`src/rtl/btn_debounce_sync.sv`:
```
// Multi-channel push-button conditioner: 2-flop synchroniser, stability-counter debounce,
// one-cycle rise/fall pulses. Define BTN_DEBOUNCE_LONG_PRESS_EN to add long-press detection.
module btn_debounce_sync #(
  parameter int N_CH            = 4,
  parameter int DEBOUNCE_CYCLES = 1000000,
  parameter int LONG_CYCLES     = 100000000
) (
  input  logic            clock,
  input  logic            reset,
  input  logic [N_CH-1:0] btn_raw,
  output logic [N_CH-1:0] db_level,
  output logic [N_CH-1:0] rise,
  output logic [N_CH-1:0] fall,
  output logic [N_CH-1:0] long_press
);

  localparam int MAX_CYCLES = (DEBOUNCE_CYCLES > LONG_CYCLES) ? DEBOUNCE_CYCLES : LONG_CYCLES;
  localparam int CW = $clog2(MAX_CYCLES + 1);
  localparam logic [CW-1:0] DB_MAX = CW'(DEBOUNCE_CYCLES);
`ifdef BTN_DEBOUNCE_LONG_PRESS_EN
  localparam logic [CW-1:0] LONG_MAX = CW'(LONG_CYCLES);
`endif

  typedef enum logic [1:0] {S_LOW, S_RISE_CHK, S_HIGH, S_FALL_CHK} state_t;

  // Handshake: none. Outputs are plain registered levels/pulses valid every cycle.
  logic [N_CH-1:0] sync_meta;
  logic [N_CH-1:0] sync;

  always_ff @(posedge clock or posedge reset) begin
    if (reset) begin
      sync_meta <= '0;
      sync      <= '0;
    end else begin
      sync_meta <= btn_raw;
      sync      <= sync_meta;
    end
  end

  for (genvar i = 0; i < N_CH; i++) begin : g_ch
    state_t        state;
    logic [CW-1:0] cnt;
    logic          db_r;
    logic          rise_r;
    logic          fall_r;
`ifdef BTN_DEBOUNCE_LONG_PRESS_EN
    logic          long_r;
`endif

    always_ff @(posedge clock or posedge reset) begin
      if (reset) begin
        state  <= S_LOW;
        cnt    <= '0;
        db_r   <= 1'b0;
        rise_r <= 1'b0;
        fall_r <= 1'b0;
`ifdef BTN_DEBOUNCE_LONG_PRESS_EN
        long_r <= 1'b0;
`endif
      end else begin
        rise_r <= 1'b0;
        fall_r <= 1'b0;
`ifdef BTN_DEBOUNCE_LONG_PRESS_EN
        long_r <= 1'b0;
`endif
        case (state)
          S_LOW: begin
            if (sync[i]) begin
              state <= S_RISE_CHK;
              cnt   <= CW'(1);
            end
          end
          S_RISE_CHK: begin
            if (!sync[i]) begin
              state <= S_LOW;
              cnt   <= '0;
            end else if (cnt < DB_MAX) begin
              cnt <= cnt + CW'(1);
            end else begin
              state  <= S_HIGH;
              db_r   <= 1'b1;
              rise_r <= 1'b1;
              cnt    <= '0;
            end
          end
          S_HIGH: begin
            if (!sync[i]) begin
              state <= S_FALL_CHK;
              cnt   <= CW'(1);
`ifdef BTN_DEBOUNCE_LONG_PRESS_EN
            end else if (cnt < LONG_MAX) begin
              // Saturating hold counter: exactly one pulse per press.
              cnt <= cnt + CW'(1);
              if (cnt == LONG_MAX - CW'(1)) long_r <= 1'b1;
`endif
            end
          end
          S_FALL_CHK: begin
            if (sync[i]) begin
              state <= S_HIGH;
              cnt   <= '0;
            end else if (cnt < DB_MAX) begin
              cnt <= cnt + CW'(1);
            end else begin
              state  <= S_LOW;
              db_r   <= 1'b0;
              fall_r <= 1'b1;
              cnt    <= '0;
            end
          end
          default: begin
            state <= S_LOW;
            cnt   <= '0;
          end
        endcase
      end
    end

    assign db_level[i] = db_r;
    assign rise[i]     = rise_r;
    assign fall[i]     = fall_r;
`ifdef BTN_DEBOUNCE_LONG_PRESS_EN
    assign long_press[i] = long_r;
`else
    assign long_press[i] = 1'b0;
`endif
  end

endmodule

```
`config.mk`:
```
export PLATFORM = sky130hd
export DESIGN_NAME = btn_debounce_sync
export DESIGN_NICKNAME = d
export VERILOG_FILES = /design/src/rtl/btn_debounce_sync.sv
export SDC_FILE = /design/constraint.sdc
export NUM_CORES = 1
export LEC_CHECK = 0
export CAP_MARGIN = 20
export CORE_MARGIN = 8
export CORE_UTILIZATION = 35
export CTS_CLUSTER_SIZE = 10
export DETAILED_ROUTE_END_ITERATION = 10
export GPL_ROUTABILITY_DRIVEN = 0
export PLACE_DENSITY = 0.55
export RECOVER_POWER = 50
export SYNTH_ARGS = -nofsm -noshare
export SYNTH_HDL_FRONTEND = slang
export SYNTH_SLANG_ARGS = --single-unit
```
`constraint.sdc`:
```
create_clock -name clock -period 6 [get_ports clock]
set_clock_uncertainty 0.2 [all_clocks]
set_input_delay 0.9 -clock clock [delete_from_list [all_inputs] [get_ports clock]]
set_output_delay 0.9 -clock clock [all_outputs]
set_load 0.03 [all_outputs]
```
=== Word-level counts from Yosys, hierarchy flattened ===
Index checks and enable logic that the tools add are counted.

* Bits of input ports: 6
* Register bits: 136
* Word-level logic and storage cells: 186
* Output and inout bits: 16

* Mux-type cells: 92
* Reduce and logical (&&, ||, !) cells: 20
* Add/subtract/negate cells: 4
* $lt $le $gt $ge: 4
* Equality and inequality tests: 44

{| class="wikitable"
|+ Operators by type and width
! kind !! count
|-
| $mux 27 || 20
|-
| $pmux 27 s4 || 4
|-
| $add 27x1->27 const B || 4
|-
| $lt 27x20->1 const B || 4
|-
| $mux 2 || 24
|-
| $ne 2x2->1 const B || 24
|-
| $mux 1 || 36
|-
| $pmux 2 s4 || 4
|-
| $ne 3x3->1 const B || 8
|-
| $reduce_and 5->1 || 4
|-
| $eq 2x2->1 const B || 8
|-
| $reduce_and 4->1 || 4
|-
| $eq 2x1->1 const B || 4
|-
| $logic_not 2->1 || 4
|-
| $pmux 1 s2 || 4
|-
| $reduce_and 2->1 || 4
|-
| $reduce_bool 2->1 || 4
|}

=== Logic depth before layout (Yosys ltp) ===
* Depth after elaboration: 4
* Gate-level depth with buffers: 7
* Depth with buffers taken out: 6

=== Least setup slack after synthesis ===
Ideal clock, no wire load.

* Path type: reg-to-reg
* Start: register g_ch[1].cnt[11]
* End: register g_ch[1].cnt[12]
* Required time: 5.726 ns
* Library setup time: 0.074 ns
* Stages on the path, launching flop included: 7
* Arrival time: 1.901 ns
* Path buffers: 1
* Slack: 3.825 ns
* Clock period less this slack: 2.175 ns
* Cell sequence: dfrtp_1 > or4_4 > nor3_4 > o2111ai_4 > buf_6 > or3_1 > o21ai_2

* Word-level cells in the longest chain between the ends: 4
* Elaborated cells on any way between the ends: 6
* Those cells by class: 1 x add/sub; 1 x order compare; 4 x mux

{| class="wikitable"
|+ RTL lines
! what !! line !! source
|-
| start: declaration || 42 || <nowiki>logic [CW-1:0] cnt;</nowiki>
|-
| start signal: assignment || 78 || <nowiki>cnt <= cnt + CW'(1);</nowiki>
|-
| start signal: assignment || 103 || <nowiki>cnt <= cnt + CW'(1);</nowiki>
|-
| $add 27x1->27 or $lt 27x20->1 (tied branches) || n/a ||
|-
| $mux 27 * || 77, 102 ||
|-
| $mux 27, on equally long branches || 99, 74 ||
|-
| $pmux 27 s4 * || 66 || <nowiki>case (state)</nowiki>
|}

Mark *: on every way between the ends. The rest lies on a longest branch, timed or not.
A chain may end at the register's enable or synchronous reset.

=== Final worst setup path ===
* Start: register g_ch[1].cnt[23]
* End: register g_ch[1].cnt[15]

* Word-level cells in the longest chain between the ends: 4
* Elaborated cells on any way between the ends: 5
* Those cells by class: 1 x order compare; 4 x mux

{| class="wikitable"
|+ RTL lines
! what !! line
|-
| $lt 27x20->1 * || 77, 102
|-
| $mux 27 * || 77, 102
|-
| $mux 27, on equally long branches || 99, 74
|-
| $pmux 27 s4 * || 66
|}

Marked as above.

==> results.md <==
* Outcome: finished, final reports clean
* FF-to-FF Start: g_ch[1].cnt[23]
* Worst Hold Path EP: sync[2]
* Clock share of power at 0.444
* Max Cap Viol at 0
* CTS tree: yes
* DP Cell Count at 895
* Critical path arrival at approximately 2.9 ns
* Pre-Repair DR Iteration Count at 4
* VDD IR max at 0.200 mV
* Worst-Skew Late Latency at ~0.41 ns
* Final setup violation count at 0
* Die area at about 24000 µm²
* Register area share after synthesis at 0.515
* Worst reg2reg endpoint: g_ch[1].cnt[15]
* Post-route ant nets at 0
* Final hold vios at 0
* CTS clk-pin slew, worst paths at about 0.06 ns
* Root buffer cell: clkbuf_16
* Clk sinks at ~140
* Worst Setup Start Kind: flip-flop
* Internal at between 1500 and 2000 µW
* I/O Buffers at 17
* Congestion Overflow GR at 0
* Post-DP HPWL at around 8700 µm
* Die W at between 150 and 200 µm
* Register bit total from synthesis at 136
* PostCTS Resize Cnt at 0
* Hold Startpoint: sync_meta[2]
* DRC at 0
* Largest net degree at the start of global routing at a little over 90
* Post-synth ARST share at 1.00
* Pwr/cell area at approximately 320 nW/µm²
* Core ar. at between 15000 and 20000 µm²
* RSZ-0062 raised after global routing: no
* Comb pwr share at 0.131
* Hold Buf Count CTS at 0
* Critical path type: flip-flop to flip-flop
* WHS Path Cells at 0
* Post-Layout Cell Count at 925
* Layout cell share with drive strength beyond 1 at 0.0854
* Critical Path RT at slightly above 6 ns
* CTS H-Tree Depth at 4
* Max Clk Rate at roughly 360 MHz
* WL/cell at 14.5 µm
* Switching Power at 639 µW
* Final Max Slew Viols at 0
* Vias in the first global route at 4942
* Gr usage total at 0.120
* Worst slew pin tran at just over 0.9 ns
* Synthesized area at around 6600 µm²
* Synth Area per Inst at between 9 and 10 µm²
* Syn. warnings at 0
* Fin Setup TNS at 0 ns
* Final Cycle Share at 0.460
* Leakage at 0.00332 µW
* 1st-iter DRT viols at roughly 380
* CTS Buf Count at 17
* Synthesized instance count at approximately 680
* R2R depth at 5
* Post-CTS Setup Bufs at 0
* Worst min path class: flip-flop to flip-flop
* Num rows at 50
* Top_reg_cell synth: dfrtp_1
* Initial antenna violation count at 0
* Seq pwr share at 0.425
* Final-layout fill cell count at around 1800
* Critical path fanouts, max at 25
* Nets at between 600 and 700
* Vias per inst at about 5.4
* Synth unique cells at 56
* Post-Route WL at ~13000 µm
* Sw frac at 0.268
* Io pins at 22
* Register-to-register setup slack at between 3 and 4 ns
* DR vias at about 5000
* Die height at 153 µm
* Diode count at 0
* Worst rel slew slack at 0.380
* Initial core utilization at 0.354
* Clk buf depth at 2
* Min cycle time layout at between 2 and 3 ns
* First-pass GRT wire length at 23800 µm
* CP Capture Type: flip-flop
* Post-synth EDFFs at 0
* Area added between synthesis and finish at 13.6%
[through the flow]
step | power (µW) | instance area, µm² | utilization | hold WS (ns) | worst slack (ns)
2_1_floorplan | 1260 | 6620 | - | 0.131 | 1.26
3_3_place_gp | 1330 | 6920 | 0.371 | 0.132 | 3.16
3_5_place_dp | 1340 | 6940 | 0.372 | 0.146 | 3.10
4_1_cts | 2420 | 7530 | 0.404 | 0.159 | 3.39
5_1_grt | 2500 | 7500 | 0.402 | 0.167 | 3.00
6_report | 2380 | 7500 | 0.402 | 0.154 | 3.24
[routing by layer]
layer	global-route usage	wire, µm	vias up
met5	0	0	-
met4	0.0397	148	0
met3	0.0344	603	11
met2	0.186	6010	88
met1	0.160	6650	2437
li1	-	-	2446
[sequential cells by signal, summed over array words and instances (netlist names), named ones only]
name	count
g_ch.fall_r	4
g_ch.db_r	4
g_ch.cnt	108
sync	4
sync_meta	4
g_ch.rise_r	4
g_ch.state	4
[worst max-delay path by stage]
stage / start / end / slack (ns) / cells after the start
floorplan: reset / async pin / 1.26 / 1
global placement: reset / g_ch[1].cnt[15] / 3.16 / 3
detailed placement: reset / g_ch[1].cnt[17] / 3.10 / 3
CTS: g_ch[3].db_r / db_level[3] / 3.39 / 1
global route: g_ch[1].cnt[23] / g_ch[1].cnt[15] / 3.00 / 5
finish: g_ch[1].cnt[23] / g_ch[1].cnt[15] / 3.24 / 5
[area by class of cell]
type / count / area [µm²] / share of cell area
Timing Repair Buffer: 27 / 231 / 0.0309
Sequential cell: 136 / 3400 / 0.454
Inverter: 26 / 103 / 0.0137
Multi-Input combinational cell: 473 / 2880 / 0.384
Clock buffer: 21 / 470 / 0.0627
Clock inverter: 8 / 123 / 0.0163
Tap cell: 234 / 293 / 0.0390
[critical path, cell delays in order, from the launching register on]
cell and delay, ns:
dfrtp_1 0.37, or4_1 0.54, nor4_1 0.55, o2111ai_4 0.47, or3_1 0.46, o21ai_0 0.08
[synth_stat cells, types with 8 or more instances]
cell type / instances / area [µm²]
nand2_1: 58 / 218
nand3_1: 51 / 255
mux2i_1: 10 / 100
nor4_1: 12 / 75.1
nand4_1: 23 / 144
inv_1: 26 / 97.6
o21a_1: 8 / 60.1
dfrtp_1: 136 / 3400
buf_4: 16 / 120
and2_1: 29 / 181
o21ai_0: 38 / 190
xor2_1: 8 / 70.1
a21o_1: 18 / 135
nor3b_1: 8 / 60.1
nor3_1: 22 / 110
clkbuf_1: 18 / 67.6
a31oi_1: 16 / 100
nor2_1: 20 / 75.1
and3_1: 11 / 68.8
or3_1: 15 / 93.8
a21oi_1: 39 / 195
[power groups by stage]
stage / sequential, µW / clock (µW) / combinational (µW)
after floorplan: 1010 / 0 / 250
after global placement: 1020 / 0 / 306
after detailed placement: 1030 / 0 / 317
after CTS: 1010 / 1090 / 320
after global routing: 1020 / 1130 / 351
final: 1010 / 1060 / 311
[cell families (layout without fill, tap and decap cells)]
kind of cell / after synthesis / after routing / synth area share
simple gates: 280 / 280 / 0.233
xor+xnor: 8 / 8 / 0.0106
flops: 136 / 136 / 0.515
other cells: 1 / 4 / 0.000568
mux: 15 / 15 / 0.0237
fa+ha+maj: 4 / 4 / 0.00758
compound gates: 162 / 162 / 0.159
buf+inv: 69 / 82 / 0.0508
[placed cells by master (no fill, tap or decap), types with 5 or more instances in the layout]
cell             count
mux2i_1             10
nand2_1             58
nor2_1              20
clkdlybuf4s50_1     12
o21ai_0             38
and2_0              21
xor2_1               8
dfrtp_1            136
and3_1              11
nor3b_1              8
inv_1               25
o21a_1               8
nor4_1              13
and2_1               8
a22o_1               6
or3_1               15
or2_2                7
mux2_2               5
nand4_1             23
clkbuf_1             5
clkbuf_16           17
a211o_1              5
nor3_1              21
nand2b_1             7
a31oi_1             16
a21oi_1             39
dlygate4sd3_1        5
a21o_1              18
nand3_1             51
Note: power is estimated with default switching activity, not from simulation.
